==> src/rtl/mii_rx_frame_ctrl.sv <==
// MII receive frame controller: hunts preamble/SFD, delimits frames by idle
// timeout, buffers payload in a first-word-fall-through FIFO tagged with an
// end-of-frame marker, and reports each frame as good, runt, too long or
// overflow.
module mii_rx_frame_ctrl #(
  parameter int MAX_LEN      = 1518,
  parameter int MIN_LEN      = 64,
  parameter int PRE_MIN      = 2,
  parameter int IDLE_TIMEOUT = 4,
  parameter int FIFO_DEPTH   = 16
) (
  input  logic        mii_clk,
  input  logic        reset,
  input  logic        in_rdy,
  input  logic [7:0]  in_q,
  output logic        out_valid,
  output logic [7:0]  out_data,
  output logic        out_last,
  input  logic        out_ready,
  output logic        frame_ok,
  output logic        frame_err,
  output logic [1:0]  err_code,
  output logic [15:0] byte_count
);

  localparam int AW = $clog2(FIFO_DEPTH);
  localparam int CW = AW + 1;
  localparam int IW = $clog2(IDLE_TIMEOUT + 1);
  localparam int PW = $clog2(PRE_MIN + 1) + 1;

  localparam logic [1:0] S_IDLE    = 2'd0;
  localparam logic [1:0] S_PRE     = 2'd1;
  localparam logic [1:0] S_PAYLOAD = 2'd2;
  localparam logic [1:0] S_DROP    = 2'd3;

  localparam logic [1:0] ERR_NONE = 2'd0;
  localparam logic [1:0] ERR_RUNT = 2'd1;
  localparam logic [1:0] ERR_LONG = 2'd2;
  localparam logic [1:0] ERR_OVFL = 2'd3;

  logic [1:0]    state_q, state_d;
  logic [IW-1:0] idle_cnt_q, idle_cnt_d;
  logic [PW-1:0] pre_cnt_q, pre_cnt_d;
  logic [15:0]   byte_cnt_q, byte_cnt_d;
  logic          stage_valid_q, stage_valid_d;
  logic [7:0]    stage_data_q, stage_data_d;
  logic [AW-1:0] wr_ptr_q, wr_ptr_d;
  logic [AW-1:0] rd_ptr_q, rd_ptr_d;
  logic [CW-1:0] count_q, count_d;
  logic          frame_ok_q, frame_ok_d;
  logic          frame_err_q, frame_err_d;
  logic [1:0]    err_code_q, err_code_d;
  logic [15:0]   byte_count_q, byte_count_d;

  logic [8:0]    mem_q [FIFO_DEPTH];

  logic          timeout;
  logic          pop;
  logic          push_en;
  logic          push_last;
  logic [7:0]    push_data;
  logic          leaves_one;
  logic          sfd_room;

  assign out_valid  = (count_q != '0);
  assign out_data   = out_valid ? mem_q[rd_ptr_q][7:0] : 8'h00;
  assign out_last   = out_valid ? mem_q[rd_ptr_q][8]   : 1'b0;
  assign frame_ok   = frame_ok_q;
  assign frame_err  = frame_err_q;
  assign err_code   = err_code_q;
  assign byte_count = byte_count_q;

  assign pop        = out_valid && out_ready;
  // The timeout is the single cycle in which the idle counter arrives at its limit.
  assign timeout    = !in_rdy && (idle_cnt_q == IW'(IDLE_TIMEOUT - 1));
  // A push that leaves one free slot (after this cycle's pop) must close the frame.
  assign leaves_one = ((count_q + CW'(1) - (pop ? CW'(1) : CW'(0))) == CW'(FIFO_DEPTH - 1));
  assign sfd_room   = (count_q <= CW'(FIFO_DEPTH - 2));

  // Idle counter: cleared by every byte strobe, otherwise counts up and saturates.
  always_comb begin
    idle_cnt_d = idle_cnt_q;
    if (in_rdy) begin
      idle_cnt_d = '0;
    end else if (idle_cnt_q != IW'(IDLE_TIMEOUT)) begin
      idle_cnt_d = idle_cnt_q + IW'(1);
    end
  end

  // Frame FSM: preamble hunt, payload staging with one byte held back, and end classification.
  always_comb begin
    state_d       = state_q;
    pre_cnt_d     = pre_cnt_q;
    byte_cnt_d    = byte_cnt_q;
    stage_valid_d = stage_valid_q;
    stage_data_d  = stage_data_q;
    push_en       = 1'b0;
    push_last     = 1'b0;
    push_data     = stage_data_q;
    frame_ok_d    = 1'b0;
    frame_err_d   = 1'b0;
    err_code_d    = err_code_q;
    byte_count_d  = byte_count_q;

    case (state_q)
      S_IDLE: begin
        if (in_rdy && (in_q == 8'h55)) begin
          state_d   = S_PRE;
          pre_cnt_d = PW'(1);
        end
      end

      S_PRE: begin
        if (in_rdy) begin
          if (in_q == 8'h55) begin
            if (pre_cnt_q < PW'(PRE_MIN)) begin
              pre_cnt_d = pre_cnt_q + PW'(1);
            end
          end else if ((in_q == 8'hD5) && (pre_cnt_q >= PW'(PRE_MIN))) begin
            if (sfd_room) begin
              state_d       = S_PAYLOAD;
              byte_cnt_d    = '0;
              stage_valid_d = 1'b0;
            end else begin
              state_d      = S_DROP;
              frame_err_d  = 1'b1;
              err_code_d   = ERR_OVFL;
              byte_count_d = '0;
            end
          end else begin
            state_d = S_IDLE;
          end
        end else if (timeout) begin
          state_d = S_IDLE;
        end
      end

      S_PAYLOAD: begin
        if (in_rdy) begin
          if (byte_cnt_q == 16'(MAX_LEN)) begin
            push_en       = stage_valid_q;
            push_last     = 1'b1;
            stage_valid_d = 1'b0;
            state_d       = S_DROP;
            frame_err_d   = 1'b1;
            err_code_d    = ERR_LONG;
            byte_count_d  = 16'(MAX_LEN);
          end else begin
            byte_cnt_d    = byte_cnt_q + 16'd1;
            stage_data_d  = in_q;
            stage_valid_d = 1'b1;
            if (stage_valid_q) begin
              push_en = 1'b1;
              // On overflow the incoming byte is discarded, so the reported
              // count is what has actually been buffered for this frame.
              if (leaves_one) begin
                push_last     = 1'b1;
                stage_valid_d = 1'b0;
                byte_cnt_d    = byte_cnt_q;
                state_d       = S_DROP;
                frame_err_d   = 1'b1;
                err_code_d    = ERR_OVFL;
                byte_count_d  = byte_cnt_q;
              end
            end
          end
        end else if (timeout) begin
          push_en       = stage_valid_q;
          push_last     = 1'b1;
          stage_valid_d = 1'b0;
          state_d       = S_IDLE;
          byte_count_d  = byte_cnt_q;
          if (stage_valid_q && (byte_cnt_q >= 16'(MIN_LEN))) begin
            frame_ok_d = 1'b1;
            err_code_d = ERR_NONE;
          end else begin
            frame_err_d = 1'b1;
            err_code_d  = ERR_RUNT;
          end
        end
      end

      default: begin
        if (timeout) begin
          state_d = S_IDLE;
        end
      end
    endcase
  end

  // FIFO pointer and occupancy update; push and pop may coincide at any level.
  always_comb begin
    wr_ptr_d = push_en ? (wr_ptr_q + AW'(1)) : wr_ptr_q;
    rd_ptr_d = pop ? (rd_ptr_q + AW'(1)) : rd_ptr_q;
    case ({push_en, pop})
      2'b10:   count_d = count_q + CW'(1);
      2'b01:   count_d = count_q - CW'(1);
      default: count_d = count_q;
    endcase
  end

  // State, counters, staging register, FIFO pointers and status outputs.
  always_ff @(posedge mii_clk) begin
    if (reset) begin
      state_q       <= S_IDLE;
      idle_cnt_q    <= '0;
      pre_cnt_q     <= '0;
      byte_cnt_q    <= '0;
      stage_valid_q <= 1'b0;
      stage_data_q  <= '0;
      wr_ptr_q      <= '0;
      rd_ptr_q      <= '0;
      count_q       <= '0;
      frame_ok_q    <= 1'b0;
      frame_err_q   <= 1'b0;
      err_code_q    <= '0;
      byte_count_q  <= '0;
    end else begin
      assert (!(push_en && (count_q == CW'(FIFO_DEPTH))));
      state_q       <= state_d;
      idle_cnt_q    <= idle_cnt_d;
      pre_cnt_q     <= pre_cnt_d;
      byte_cnt_q    <= byte_cnt_d;
      stage_valid_q <= stage_valid_d;
      stage_data_q  <= stage_data_d;
      wr_ptr_q      <= wr_ptr_d;
      rd_ptr_q      <= rd_ptr_d;
      count_q       <= count_d;
      frame_ok_q    <= frame_ok_d;
      frame_err_q   <= frame_err_d;
      err_code_q    <= err_code_d;
      byte_count_q  <= byte_count_d;
    end
  end

  // FIFO storage; contents need no reset because occupancy gates the outputs.
  always_ff @(posedge mii_clk) begin
    if (push_en) begin
      mem_q[wr_ptr_q] <= {push_last, push_data};
    end
  end

endmodule
==> config.mk <==
export PLATFORM = sky130hd
export DESIGN_NAME = mii_rx_frame_ctrl
export DESIGN_NICKNAME = d
export VERILOG_FILES = /design/src/rtl/mii_rx_frame_ctrl.sv
export SDC_FILE = /design/constraint.sdc
export NUM_CORES = 1
export LEC_CHECK = 0
export CORE_MARGIN = 2
export CORE_UTILIZATION = 45
export DETAILED_ROUTE_END_ITERATION = 8
export PLACE_DENSITY = 0.73
export RECOVER_POWER = 100
export SLEW_MARGIN = 0
export SYNTH_ARGS = -nofsm -noshare
export SYNTH_HDL_FRONTEND = slang
export SYNTH_SLANG_ARGS = --single-unit
==> constraint.sdc <==
create_clock -name mii_clk -period 2.7 [get_ports mii_clk]
set_input_delay 0.54 -clock mii_clk [delete_from_list [all_inputs] [get_ports mii_clk]]
set_output_delay 0.54 -clock mii_clk [all_outputs]
set_load 0.05 [all_outputs]
### Yosys cells after proc, flatten, opt, wreduce, memory -nomap -nowiden

Memories as Yosys holds them, arrays and structs flattened. A register that Yosys moved wholly into a read port is not among the register bits.
Index checks and enable logic that the tools add are counted.

* register bits after elaboration: 66
* memories: 1
* bits of input ports: 12
* word-level logic and storage cells: 155
* memory bits (writable): 144

Memory list
* mem_q: words 16, width 9, read ports 1, clocked after Yosys merged registers in 1, wr ports 1, line 55 `logic [8:0] mem_q [FIFO_DEPTH];`

* magnitude comparators: 4
* bitwise operators: 3
* add/subtract/negate cells: 8
* equal/unequal tests: 25
* muxes and demuxes: 82
* reduce and logical (&&, ||, !) cells: 19

Operator list (number)
* $mux 16: 17
* $pmux 16 s2: 2
* $mux 1: 34
* $mux 2: 16
* $ne 2x2->1 const B: 10
* $add 16x1->16 const B: 1
* $eq 16x11->1 const B: 1
* $ge 16x7->1 const B: 1
* $reduce_and 8->1: 2
* $mux 3: 4
* $ne 3x3->1 const B: 4
* $pmux 5 s2: 1
* $add 4x1->4 const B: 2
* $eq 8x7->1 const B: 1
* $eq 8x8->1 const B: 1
* $mux 4: 2
* $mux 8: 1
* $ne 4x4->1 const B: 2
* $add 3x1->3 const B: 2
* $pmux 2 s3: 1
* $pmux 3 s2: 1
* $reduce_and 6->1: 1
* $reduce_bool 2->1: 3
* $add 5x1->5 const B: 1
* 21 further kinds: 30

### Logic depth before layout (Yosys ltp)

Gate-level depths: netlist of run 1.

* depth after elaboration: 10
* mapped depth: 15

### Least setup slack after synthesis of run 1

OpenSTA, ideal clock, no wires.

* path kind: register to register
* start point: register count_q[0]
* end point: register state_q[1]
* arrival: 2.824 ns
* stages on the path, launching flop included: 14
* slack: -0.194 ns
* setup time: 0.070 ns
* path buffers: 1
* cell sequence: dfxtp_1 inv_1 ha_1 nor4b_1 nor2b_1 clkbuf_1 ha_1 ha_1 and4_1 o31ai_1 a21o_1 a221o_1 or3_1 a21oi_1

* longest elaborated chain between the ends: 7

RTL lines
* from (decl): line 49 `logic [CW-1:0] count_q, count_d;`
* from (signal assigned): line 228 `count_q <= count_d;`
* $reduce_bool 5->1: line 65 `assign out_valid = (count_q != '0);`
* $logic_and 1x1->1: line 73 `assign pop = out_valid && out_ready;`
* net pop: line 58 `logic pop;`
* $mux 1: line 77 `assign leaves_one = ((count_q + CW'(1) - (pop ? CW'(1) : CW'(0))) == CW'(FIFO_DEPTH - 1));`
* $sub 5x1->5: line 77
* $eq 5x4->1: line 77
* $ne 4x4->1 (no line)
* $reduce_and 4->1 (no line)
* to (signal assigned): line 220 `state_q <= state_d;`
* to (decl): line 41 `logic [1:0] state_q, state_d;`

The timed path passes the listed nets, and every way through them passes these cells.
A chain may end at the register's enable or synchronous reset.

==> run summary, run 1 <==
Yosys warns = 0
# nets final = 785
CP max-delay cell = mux4_2
Drt wl/cell = 20.2 um
WHS = 0.461 ns
Crit path depth = 6
EDFF count, synth = 144
DP Cell Count = 979
Worst path bufs/invs = 3
Syn_area_per_cell = 13.9 um^2
CTS Buffer Depth = 3
Violations in the final reports = setup timing
FF+latch count, synth = 214
Worst r2r path cells = 8
Leak Pwr = 4.22 nW
CTS buffer count = 23
PwrDens = 651 nW/um^2
Final Critical Period = 3.07 ns
RSZ-0062 raised after global routing = true
CTS clk-pin slew, worst paths = 0.06 ns
Area grow syn2layout = 24.9%
Worst Max-Slew Pin Slew = 1.11 ns
Crit-path max FO = 5
Die Ht = 147 um
Mapped Nets = 693
Die footprint = 21500 um^2
Routed vias = 5886
FF-to-FF setup slack = -0.24 ns
CTS Root Cell = clkbuf_16
Worst slack, placed = -0.320 ns
CTS tree = done
Most common cell in the netlist = edfxtp_1
Crit path DAT = 2.53 ns
Synth top area cells = edfxtp_1 47%, dfxtp_1 15%, mux4_2 11%, ha_1 3.3%, nor2_1 2.3%
Diodes inserted = 0
Max Cap Viol = 0
Number of fill cells in the layout = 1517
Fin. Hold Viols = 0
Finished Layout Cells = 1036
Worst R2R End = byte_count[1]$_SDFFE_PP0P_
Worst Hold Launch = byte_count[0]$_SDFFE_PP0P_
Antenna viol nets, final = 0
Vias in the first global route = 5972
# DRC = 0
Hold-fix buffers, CTS = 0
Top Ports = 42
Worst Setup End Kind = output port
Antenna violations before repair = 0
Most frequent cells after synthesis = 144 x edfxtp_1, 70 x dfxtp_1, 56 x nor2_1
DPL Wire Length = 12900 um
Die W = 147 um
Post-synthesis sequential area ratio = 62.6%
Req. time, crit path = 2.16 ns
FFs w/ async S/R, synth = 0%
Final Slew Violations = 0
Clock H-tree levels = 1
HP Class = flip-flop to flip-flop
Setup violators final = 44
Critical path launch point type = flip-flop
Family with the most delay on the worst path = multiplexers
Crit-path cells = buf_12 > buf_12 > mux4_2 > mux4_2 > and2_4 > buf_6
Setup TNS = -8.43 ns
Outcome = complete, but fails checks
Peak Freq = 0.326 GHz
First-pass GRT wire length = 32500 um
Worst Setup Path Type = flip-flop to output port
Detailed Routing Iterations Pass 1 = 5
Row count = 52
Layout cells sized above 1 = 28.9%
Vias per cell = 5.68
Routability congestion estimate = 0.839
Slew HR = 25.9%
Final WL = 21000 um
Worst Slack Setup Final = -0.372 ns
Maximum VDD drop = 0.000533 V
Overall Power = 0.00744 W
Leading area contributor after synthesis = edfxtp_1
CP Capture Point = out_data[2]
Synth unique cells = 58
Tcrit/Tclk final = 114%
Starting Density = 45.5%
Yosys top cell area share = 47.3%
Largest net degree at the start of global routing = 49
Iteration-0 DRC Markers = 468
CTS Sinks = 214
Number of port buffers = 41
Origin of the critical flop-to-flop path = state_q[0]$_SDFFE_PP0P_
Grt total ovfl = 0
Clk_skew = 0.0121 ns
Clock Latency Late Sink = 0.52 ns
Post-Synthesis Cells = 657
Cell area after synthesis = 9150 um^2
Core box area = 20100 um^2
Post-synth top flop = edfxtp_1
Critical Path Max Stage Delay = 0.54 ns
GR Util All Layers = 19.1%
area by class of cell:
cell class                 instances  area [um^2]  area share [%]
clock buffer                      34          647            5.66
clock inverter                     8         67.6           0.591
inverter                          18         70.1           0.613
multi-input combinational        390         3560            31.2
sequential                       214         5730            50.1
tap                              270          338            2.96
timing repair buffer             102         1010            8.87
layout by cell type, fill, tap and decap left out, drive strengths merged, types with 4 or more instances in the layout:
master | netlist | final
a21oi | 34 | 34
a31oi | 5 | 5
and2 | 14 | 14
and3 | 6 | 6
buf | 17 | 58
clkbuf | 18 | 48
clkdlybuf4s50 | 0 | 9
clkinv | 0 | 6
dfxtp | 70 | 70
dlygate4sd3 | 0 | 21
edfxtp | 144 | 144
ha | 24 | 24
inv | 18 | 19
mux2i | 14 | 14
mux4 | 45 | 45
nand2 | 48 | 48
nand2b | 7 | 7
nand3 | 28 | 28
nand4 | 7 | 7
nor2 | 57 | 57
nor2b | 4 | 4
nor3 | 10 | 10
nor4 | 5 | 5
o21ai | 11 | 11
or3 | 13 | 13
xnor2 | 7 | 7
xor2 | 10 | 10
cells by family (layout without fill, tap and decap cells):
| family | after synthesis | after routing | share of synthesized area, % |
|---|---|---|---|
| flip-flops | 214 | 214 | 62.6 |
| XOR/XNOR | 17 | 17 | 1.63 |
| AND/OR/NAND/NOR | 219 | 219 | 12.5 |
| buffers and inverters | 53 | 162 | 2.45 |
| AO/OA/AOI/OAI | 71 | 71 | 4.92 |
| multiplexers | 59 | 59 | 12.6 |
| adder cells (fa/ha/maj) | 24 | 24 | 3.28 |
power breakdown:
group / internal [W] / switching [W] / leakage, nW / total (W)
sequential: 0.00348 / 0.0000308 / 2.24 / 0.00352
combinational: 0.000498 / 0.000473 / 1.64 / 0.000971
clock: 0.00168 / 0.00127 / 0.346 / 0.00296
total: 0.00566 / 0.00178 / 4.22 / 0.00744
routing by layer:
metal | global-route usage (%) | wire [um] | up-vias | part of all wire [%]
met4 | 4.90 | 494 | 0 | 2.4
met3 | 3.19 | 989 | 45 | 4.7
met2 | 33.2 | 10600 | 196 | 51
met1 | 25.0 | 8850 | 2965 | 42
met5 | 0 | 0 | - | 0
li1 | - | - | 2680 | -
metrics by stage:
step           area [um^2]  utilization [%]
2_1_floorplan         9170                -
3_3_place_gp         10100             50.3
3_5_place_dp         10100             50.3
4_1_cts              11100             55.3
5_1_grt              11400             56.9
6_report             11400             56.9
worst register-to-register path, cell delays in order, from the launching register on:
cell,delay (ns)
dfxtp_1,0.37
inv_1,0.10
ha_1,0.16
clkbuf_2,0.66
o311a_1,0.87
a21oi_4,0.21
clkbuf_16,0.22
o211ai_1,0.08
a21oi_1,0.09
state kept, by name, indices dropped and copies added, names as in the netlist, named ones only:
signal / count
rd_ptr_q: 4
err_code: 2
byte_cnt_q: 16
state_q: 2
idle_cnt_q: 3
byte_count: 16
frame_ok: 1
frame_err: 1
count_q: 5
pre_cnt_q: 3
wr_ptr_q: 4
mem_q: 144
stage_valid_q: 1
push_data: 8
worst min-delay path by stage:
stage          cells after the start                     endpoint
2_1_floorplan                      2  byte_cnt_q[15]$_SDFFE_PP0P_
3_3_place_gp                       2   byte_count[4]$_SDFFE_PP0P_
3_5_place_dp                       2   byte_count[7]$_SDFFE_PP0P_
4_1_cts                            2   byte_count[7]$_SDFFE_PP0P_
5_1_grt                            2   byte_count[0]$_SDFFE_PP0P_
6_report                           2   byte_count[0]$_SDFFE_PP0P_
repair_timing:
item	4_1_cts	5_1_grt
setup endpoints to repair	56	58
pin swaps	8	37
gates resized for setup	39	67
setup buffers	6	3
gates cloned	3	4
Note: power is estimated with default switching activity, not from simulation.
==> run 2: changes to the inputs <==
- ABC_CLOCK_PERIOD_IN_PS: unset -> 2700
==> results of run 2 <==
Same layout as run 1: the final DEF is identical, and so are final timing and power.
